`src/rtl/led_pkg.sv`:
```
// Shared FSM state type, default geometry and score column offsets for the LED scan driver.
package led_pkg;

   typedef enum logic [1:0] {
      ST_IDLE    = 2'd0,
      ST_SHIFT   = 2'd1,
      ST_LATCH   = 2'd2,
      ST_DISPLAY = 2'd3
   } led_state_t;

   localparam int DEF_COLS        = 64;
   localparam int DEF_ROWS        = 64;
   localparam int DEF_PADDLE_LEN  = 8;
   localparam int DEF_SCORE_W     = 3;
   localparam int DEF_HOLD_CYCLES = 16;

   // Player 1 score grows rightwards from col 2; player 2 grows leftwards from COLS-3.
   localparam int SCORE1_COL            = 2;
   localparam int SCORE2_COL_FROM_RIGHT = 3;

   function automatic int score2_col(input int cols);
      return cols - SCORE2_COL_FROM_RIGHT;
   endfunction

endpackage

```
`src/rtl/led_pixel_gen.sv`:
```
// Combinational pixel(col,row) from the frame snapshot: ball, two paddles and optional score bars.
// Score bars on row 0 are drawn only when LED_SCORE_DISPLAY_EN is defined.
module led_pixel_gen
   import led_pkg::*;
#(
   parameter int COLS       = DEF_COLS,
   parameter int ROWS       = DEF_ROWS,
   parameter int PADDLE_LEN = DEF_PADDLE_LEN,
   parameter int SCORE_W    = DEF_SCORE_W
) (
   input  logic [$clog2(COLS)-1:0] col,
   input  logic [$clog2(ROWS)-1:0] row,
   input  logic [$clog2(COLS)-1:0] bx,
   input  logic [$clog2(ROWS)-1:0] by,
   input  logic [$clog2(ROWS)-1:0] p1y,
   input  logic [$clog2(ROWS)-1:0] p2y,
   input  logic [SCORE_W-1:0]      sc1,
   input  logic [SCORE_W-1:0]      sc2,
   output logic                    pixel
);

   logic ball_px;
   logic left_px;
   logic right_px;
   logic score_px;

   // Integer compares keep p+PADDLE_LEN from wrapping, which gives the bottom-edge clipping.
   always_comb begin
      ball_px  = (int'(col) == int'(bx)) && (int'(row) == int'(by)) && (int'(bx) < COLS) && (int'(by) < ROWS);
      left_px  = (int'(col) == 0) && (int'(row) >= int'(p1y)) && (int'(row) < int'(p1y) + PADDLE_LEN);
      right_px = (int'(col) == COLS - 1) && (int'(row) >= int'(p2y)) && (int'(row) < int'(p2y) + PADDLE_LEN);
`ifdef LED_SCORE_DISPLAY_EN
      score_px = (int'(row) == 0) &&
                 (((int'(col) >= SCORE1_COL) && (int'(col) < SCORE1_COL + int'(sc1))) ||
                  ((int'(col) <= score2_col(COLS)) && (int'(col) > score2_col(COLS) - int'(sc2))));
`else
      score_px = 1'b0;
`endif
      pixel = ball_px | left_px | right_px | score_px;
   end

`ifndef LED_SCORE_DISPLAY_EN
   logic unused_sc;
   assign unused_sc = ^{sc1, sc2};
`endif

endmodule

```
`src/rtl/led_scan_driver.sv`:
```
// Row-scanned LED matrix driver for a pong display: shifts each row serially, latches it, then holds it lit.
// Optional score bars on row 0 are enabled by defining LED_SCORE_DISPLAY_EN.
//
// state      | meaning
// -----------+-----------------------------------------------------------
// ST_IDLE    | panel dark, waiting for enable; snapshot taken on exit
// ST_SHIFT   | two cycles per column (sclk low, then high), column 0 first
// ST_LATCH   | one-cycle latch strobe, row_addr moves to the shifted row
// ST_DISPLAY | oe_n low for HOLD_CYCLES, then next row or end of frame
module led_scan_driver
   import led_pkg::*;
#(
   parameter int COLS        = DEF_COLS,
   parameter int ROWS        = DEF_ROWS,
   parameter int PADDLE_LEN  = DEF_PADDLE_LEN,
   parameter int SCORE_W     = DEF_SCORE_W,
   parameter int HOLD_CYCLES = DEF_HOLD_CYCLES
) (
   input  logic                    clk,
   input  logic                    rst,
   input  logic                    enable,
   input  logic [$clog2(COLS)-1:0] bx,
   input  logic [$clog2(ROWS)-1:0] by,
   input  logic [$clog2(ROWS)-1:0] p1y,
   input  logic [$clog2(ROWS)-1:0] p2y,
   input  logic [SCORE_W-1:0]      sc1,
   input  logic [SCORE_W-1:0]      sc2,
   output logic                    sdata,
   output logic                    sclk,
   output logic                    latch,
   output logic                    oe_n,
   output logic [$clog2(ROWS)-1:0] row_addr,
   output logic                    frame_done
);

   localparam int CW = $clog2(COLS);
   localparam int RW = $clog2(ROWS);
   localparam int HW = $clog2(HOLD_CYCLES + 1);

   led_state_t     state;
   logic [RW-1:0]  row_cnt;
   logic [CW-1:0]  col_cnt;
   logic           phase_b;
   logic [HW-1:0]  hold_cnt;

   logic [CW-1:0]      snap_bx;
   logic [RW-1:0]      snap_by;
   logic [RW-1:0]      snap_p1y;
   logic [RW-1:0]      snap_p2y;
   logic [SCORE_W-1:0] snap_sc1;
   logic [SCORE_W-1:0] snap_sc2;

   logic          last_row;
   logic          hold_done;
   logic          capture;
   logic [CW-1:0] pg_col;
   logic [RW-1:0] pg_row;
   logic          pix;

   // The first pixel of a new frame is registered on the same edge as the snapshot,
   // so the generator looks at the live inputs whenever a capture is possible.
   always_comb begin
      last_row  = (int'(row_cnt) == ROWS - 1);
      hold_done = (hold_cnt == '0);
      capture   = (state == ST_IDLE) || ((state == ST_DISPLAY) && hold_done && last_row);
      pg_col    = (state == ST_SHIFT) ? col_cnt + 1'b1 : '0;
      if (capture)
         pg_row = '0;
      else if (state == ST_DISPLAY)
         pg_row = row_cnt + 1'b1;
      else
         pg_row = row_cnt;
   end

   led_pixel_gen #(
      .COLS       (COLS),
      .ROWS       (ROWS),
      .PADDLE_LEN (PADDLE_LEN),
      .SCORE_W    (SCORE_W)
   ) u_pixel_gen (
      .col   (pg_col),
      .row   (pg_row),
      .bx    (capture ? bx  : snap_bx),
      .by    (capture ? by  : snap_by),
      .p1y   (capture ? p1y : snap_p1y),
      .p2y   (capture ? p2y : snap_p2y),
      .sc1   (capture ? sc1 : snap_sc1),
      .sc2   (capture ? sc2 : snap_sc2),
      .pixel (pix)
   );

   always_ff @(posedge clk or posedge rst) begin
      if (rst) begin
         state      <= ST_IDLE;
         row_cnt    <= '0;
         col_cnt    <= '0;
         phase_b    <= 1'b0;
         hold_cnt   <= '0;
         snap_bx    <= '0;
         snap_by    <= '0;
         snap_p1y   <= '0;
         snap_p2y   <= '0;
         snap_sc1   <= '0;
         snap_sc2   <= '0;
         sdata      <= 1'b0;
         sclk       <= 1'b0;
         latch      <= 1'b0;
         oe_n       <= 1'b1;
         row_addr   <= '0;
         frame_done <= 1'b0;
      end else begin
         frame_done <= 1'b0;
         if (capture && enable) begin
            snap_bx  <= bx;
            snap_by  <= by;
            snap_p1y <= p1y;
            snap_p2y <= p2y;
            snap_sc1 <= sc1;
            snap_sc2 <= sc2;
         end
         case (state)
            ST_IDLE: begin
               if (enable) begin
                  state   <= ST_SHIFT;
                  row_cnt <= '0;
                  col_cnt <= '0;
                  phase_b <= 1'b0;
                  sclk    <= 1'b0;
                  sdata   <= pix;
               end
            end
            ST_SHIFT: begin
               if (!phase_b) begin
                  phase_b <= 1'b1;
                  sclk    <= 1'b1;
               end else if (int'(col_cnt) == COLS - 1) begin
                  state    <= ST_LATCH;
                  phase_b  <= 1'b0;
                  sclk     <= 1'b0;
                  sdata    <= 1'b0;
                  latch    <= 1'b1;
                  row_addr <= row_cnt;
               end else begin
                  phase_b <= 1'b0;
                  col_cnt <= col_cnt + 1'b1;
                  sclk    <= 1'b0;
                  sdata   <= pix;
               end
            end
            ST_LATCH: begin
               state    <= ST_DISPLAY;
               latch    <= 1'b0;
               oe_n     <= 1'b0;
               hold_cnt <= HW'(HOLD_CYCLES - 1);
            end
            ST_DISPLAY: begin
               if (!hold_done) begin
                  hold_cnt <= hold_cnt - 1'b1;
               end else begin
                  oe_n    <= 1'b1;
                  col_cnt <= '0;
                  phase_b <= 1'b0;
                  if (last_row) begin
                     frame_done <= 1'b1;
                     row_cnt    <= '0;
                     if (enable) begin
                        state <= ST_SHIFT;
                        sdata <= pix;
                     end else begin
                        state <= ST_IDLE;
                     end
                  end else begin
                     state   <= ST_SHIFT;
                     row_cnt <= row_cnt + 1'b1;
                     sdata   <= pix;
                  end
               end
            end
            default: state <= ST_IDLE;
         endcase
      end
   end

endmodule

```
`config.mk`:
```
export PLATFORM = sky130hd
export DESIGN_NAME = led_scan_driver
export DESIGN_NICKNAME = d
export VERILOG_FILES = /design/src/rtl/led_pkg.sv /design/src/rtl/led_pixel_gen.sv /design/src/rtl/led_scan_driver.sv
export SDC_FILE = /design/constraint.sdc
export NUM_CORES = 1
export LEC_CHECK = 0
export CORE_UTILIZATION = 30
export DETAILED_ROUTE_END_ITERATION = 10
export SLEW_MARGIN = 20
export SYNTH_ARGS = -nofsm -noshare
export SYNTH_HDL_FRONTEND = slang
export SYNTH_SLANG_ARGS = --single-unit
```
`constraint.sdc`:
```
create_clock -name clk -period 8 [get_ports clk]
set_input_delay 1.2 -clock clk [delete_from_list [all_inputs] [get_ports clk]]
set_output_delay 1.2 -clock clk [all_outputs]
set_load 0.01 [all_outputs]
```
==> results.md, run 1 <==
* Post-Synthesis Cells at 373
* Number of H-tree levels at 2
* Post-synth top area share at 0.369
* Status: complete, no violations
* Grt ovf at 0
* Initial antenna violation count at 0
* Maxcap violations at 0
* Vias in the first global route at 2962
* Worst R2R Path Depth at 12
* RSZ-0062 raised after global routing: false
* Worst EP arrival at 3.80 ns
* PortBufs at 37
* Clk_skew at 0.00718 ns
* DR vias at 2863
* Area leader, netlist: dfrtp_1
* Top cell types by occurrence after synthesis: dfrtp_1, nand2_1, ha_1, mux2_1
* Netlist Area Pre-Place at 3660 sq um
* Inserted Clock Buffers at 5
* Core area at 11700 sq um
* Remaining DRCs at 0
* Period utilisation layout at 0.454
* Max Slew Vio Count at 0
* Worst setup SP type: flip-flop
* Drt total wl at 8100 microns
* Layout cells sized above 1 at 0.0985
* Pre-antenna DRT Iters at 4
* Syn. warnings at 0
* EDFF count, synth at 0
* Critical path type: reg2reg
* Tightest Pin Transition at 0.841 ns
* Distinct cells, synth at 59
* Slowest-stage cell, CP: ha_1
* Main synth FF type: dfrtp_1
* Final antenna-violating net count at 0
* Row count at 39
* Clk slew on worst S/H paths at 0.08 ns
* Die width at 112 microns
* CP Capture Type: flip-flop
* DR iter-0 viols at 112
* Layout area overhead at 18.1%
* Clk sinks at 55
* Vias per cell at 5.21
* Setup Viol. Count Final at 0
* WP data required at 8.17 ns
* Die Ht at 112 microns
* Clock Tree Buf Depth at 2
* I/O pin cnt at 44
* Largest net degree at the start of global routing at 56
* Hold bufs inserted after CTS at 0
* Avg Inst Size Synth at 9.82 sq um
* Initial Util at 0.314
* Placer Congestion at 0.843
* Post-DP Area at 4170 sq um
* Most frequent cell after synthesis: dfrtp_1
* Final Hold Vio Count at 0
* Wire per inst at 14.8 microns
* Syn Nets at 430
* Post-CTS sizing at 0
* Max incr delay on CP at 0.72 ns
* Final worst path period need at 3.63 ns
* Leak at 1.97 nW
* Worst-path maximum fanout at 26
* Fmax at 275 MHz
* Total power at 0.000533 W
* CTS tree: done
* Setup Buffers After CTS at 0
* IR drop worst, VDD at 0.0716 mV
* Setup TNS at 0 ns
* Nets at 462
* HPWL Detailed at 6070 microns
* Die ar. at 12600 sq um
* Min-delay worst type: reg2reg
* Worst hold path depth at 2
* Synth top area cells: dfrtp_1, ha_1, mux2_1
* Clock Latency Late Sink at 0.29 ns
* PwrDens at 123 nW/um^2
* FF+latch count, synth at 55
* Post-layout util at 0.371
* Crit path cell chain: ha_1 -> a41o_1 -> buf_4 -> nor2_1 -> ha_1 -> inv_1 -> or4_1 -> o21ai_1 -> a31oi_1 -> or3_1 -> a31oi_1 -> nand3_1
* Slew margin rel. at 0.439
* Ant diodes at 0
* Seq/Total Area, Yosys at 0.376
* Cell area after layout at 4320 sq um
* Synth async-reset ratio at 1.00
* First-pass GRT wire length at 14200 microns
* Root Buffer Master: clkbuf_16
* GRT Resource Usage Total at 0.138
## power breakdown
part	total [W]	switching [W]	internal [W]
Sequential	0.000278	0	0.000278
Clock	0.000231	0.000106	0.000126
Combinational	0.0000238	0.0000111	0.0000127
Total	0.000533	0.000117	0.000416
## layer usage
metal  up-vias  global-route usage  share of wire
met4         0              0.0320         0.0096
met2        37               0.232           0.48
met5         -                   0              0
li1       1400                   -              -
met1      1418               0.187           0.49
met3         8              0.0189          0.020
## path summary, 6_finish.rpt
path / start / endpoint / slack, ns
max: state[1] / sdata / 4.37
min: latch / latch / 0.48
max reg2reg: state[1] / sdata / 4.37
min reg2reg: latch / latch / 0.48
max in group asynchronous: rst / col_cnt[4] / 6.11
min in group asynchronous: rst / row_addr[3] / 1.43
## placed cells by master, fill, tap and decap left out, types with 14 or more instances in the layout
cell type and n:
dfrtp_1 54, ha_1 24, clkdlybuf4s50_1 37, xnor2_1 14
xor2_1 14, nor2_1 17, o21ai_0 15, mux2_2 15
inv_1 16, mux2_1 20, nand2_1 44
## area by class of cell
cell class	instances	area, sq um
fillers	1170	7340
repair buffers	40	393
inverters	18	67.6
flip-flops and latches	55	1380
clock inverters	2	16.3
well taps	143	179
multi-input cells	285	2150
clock buffers	6	139
## cell families after synthesis
family / count (synthesis) / synth area share
DFF: 55 / 0.376
xor gates and xnor gates: 28 / 0.0670
adders and majority gates: 26 / 0.0875
buffers and inverters: 33 / 0.0366
and+or+nand+nor: 126 / 0.180
AOI/OAI and AO/OA: 59 / 0.112
muxes: 46 / 0.140
## critical path, delay by kind of cell, from the launching register on
family	cells	cell delay [ns]
and+or+nand+nor	4	1.06
buffers and inverters	2	0.38
AOI/OAI and AO/OA	4	0.62
adders and majority gates	2	1.06
DFF	1	0.39
## flip-flops by register name (all words and copies together) (netlist names), 2 cells and up
name and count:
row_cnt 6, snap_p2y 6, col_cnt 6, state 2
snap_p1y 6, row_addr 6, hold_cnt 5, snap_bx 6
snap_by 6
## stage by stage
step | hold WS, ns | std cells | setup slack, ns
4_1_cts | 0.494 | 549 | 4.33
5_1_grt | 0.525 | 549 | 4.05
3_5_place_dp | 0.476 | 541 | 4.33
6_report | 0.483 | 549 | 4.37
3_3_place_gp | 0.469 | 541 | 4.42
2_1_floorplan | 0.464 | 373 | 4.65
No activity file was read; power rests on OpenSTA's default activity.
==> run 2: changes to the inputs <==
- clock period: 8 -> 3.7 ns (I/O delays scaled with it)
==> results.md, run 2 (synthesized netlist as in run 1, its figures left out) <==
* Final worst path period need at 3.32 ns
* Wire per inst at 14.7 microns
* Internal cell power at 0.000965 W
* Core area at 11700 sq um
* Setup Buffers After CTS at 0
* Clock share of power at 0.458
* Clk sinks at 55
* Remaining DRCs at 0
* Maxcap violations at 0
* Row count at 39
* Drt total wl at 8130 microns
* Worst setup SP type: flip-flop
* Initial Util at 0.314
* Sw power at 0.000238 W
* Min-delay src: snap_p2y[0]
* Largest net degree at the start of global routing at 37
* Finished Layout Cells at 554
* Reg-to-reg critical path endpoint: sdata
* Layout area overhead at 19.6%
* Gate power share at 0.043
* Grt ovf at 0
* Clk slew on worst S/H paths at 0.07 ns
* HPWL Detailed at 6260 microns
* First-pass GRT wire length at 13600 microns
* Max Slew Vio Count at 0
* Status: complete, no violations
* Tightest Pin Transition at 0.767 ns
* Met3 routed WL at 210 microns
* CTS tree: done
* I/O pin cnt at 44
* Flop pwr share at 0.500
* GRT Resource Usage Total at 0.133
* Setup TNS at 0 ns
* PortBufs at 37
* Final Hold Vio Count at 0
* Layout cells sized above 1 at 0.107
* Inserted Clock Buffers at 5
* Root Buffer Master: clkbuf_16
* Period utilisation layout at 0.897
* Met2 wire length at 3870 microns
* Critical path type: reg2reg
* Worst EP arrival at 3.49 ns
* DR vias at 2849
* Die width at 112 microns
* Slew margin rel. at 0.488
* CP Capture Type: flip-flop
* Leak at 2.00 nW
* Ant diodes at 0
* Hold endpoint: snap_p2y[0]
* IR drop worst, VDD at 0.164 mV
* PwrDens at 275 nW/um^2
* CP startpoint: hold_cnt[0]
* Number of H-tree levels at 2
* Min-delay worst type: reg2reg
* Final antenna-violating net count at 0
* Die ar. at 12600 sq um
* Worst-path maximum fanout at 6
* Met1 Wirelength at 3960 microns
* RSZ-0062 raised after global routing: false
* DR iter-0 viols at 122
* Die Ht at 112 microns
* R2R Setup Slk at 0.38 ns
* Worst hold path depth at 1
* Dpl cells at 546
* Vias in the first global route at 2765
* Clock Tree Buf Depth at 2
* Reg2reg start: hold_cnt[0]
* Commonest non-fill, non-tap cells in the layout: dfrtp_1, nand2_1, clkdlybuf4s50_1
* Setup Viol. Count Final at 0
* Initial antenna violation count at 0
* Nets at 467
* Placer Congestion at 0.814
* Clock Latency Late Sink at 0.29 ns
* Pre-antenna DRT Iters at 4
* WP data required at 3.87 ns
* Switching Share at 0.197
* Worst R2R Path Depth at 14
* Vias per cell at 5.14
* Hold bufs inserted after CTS at 0
* Fmax at 301 MHz
* Clk_skew at 0.00889 ns
* Most common cell after layout, fill and taps aside: dfrtp_1
* Post-CTS sizing at 0
* Top routing layer in use: met4
[run 2: cell count changes in the layout (fill, tap and decap cells not counted)]
| cell | delta |
|---|---|
| bufinv_16 | +1 |
| clkinv_4 | -1 |
| clkinv_2 | +1 |
| clkinvlp_4 | -1 |
| nand2_1 | +1 |
| buf_4 | +5 |
| nand2_2 | -1 |
[run 2: per-stage QoR]
stage	worst slack, ns	hold slack [ns]	util	cell area [sq um]	power [W]
finish	0.381	0.492	0.375	4380	0.00120
global route	0.139	0.514	0.375	4380	0.00124
CTS	0.392	0.498	0.375	4380	0.00122
detailed placement	0.415	0.482	0.360	4200	0.000665
global placement	0.481	0.475	0.360	4200	0.000665
floorplan	0.346	0.464	-	3660	0.000626
[run 2: layout make-up]
class                           instances  area [sq um]
Sequential cell                        55          1380
Tap cell                              143           179
Fill cell                            1151          7280
Multi-Input combinational cell        285          2150
Inverter                               18          67.6
Timing Repair Buffer                   45           430
Clock buffer                            6           139
Clock inverter                          2          35.0
[run 2: per-layer routing]
layer | track usage | vias up
li1 | - | 1406
met1 | 0.178 | 1386
met2 | 0.230 | 46
met3 | 0.0178 | 11
met4 | 0.0293 | 0
met5 | 0 | -
[run 2: worst max-delay path by stage]
stage	endpoint	slack, ns	depth (start not counted)
after global routing	sdata	0.14	14
after global placement	sdata	0.48	13
final	sdata	0.38	14
after detailed placement	sdata	0.41	14
after CTS	sdata	0.39	12
after floorplan	sdata	0.35	16
[run 2: worst max-delay path, stage by stage (launching register included)]
cell and delay (ns):
dfrtp_1 0.41, inv_1 0.09, ha_1 0.14, nor4b_4 0.34, a41oi_2 0.31, nand2_1 0.15
nand2_1 0.10, ha_1 0.30, inv_1 0.07, or4_1 0.41, o21ai_1 0.14, a31oi_1 0.06
or3_1 0.39, a31oi_1 0.19, nand3_1 0.09
[run 2: power by group through the flow]
| stage | logic, W | registers (W) | clock network (W) |
|---|---|---|---|
| final | 0.0000513 | 0.000601 | 0.000551 |
| after global routing | 0.0000568 | 0.000600 | 0.000586 |
| after CTS | 0.0000529 | 0.000601 | 0.000568 |
| after detailed placement | 0.0000525 | 0.000612 | 0 |
| after global placement | 0.0000521 | 0.000612 | 0 |
| after floorplan | 0.0000132 | 0.000613 | 0 |
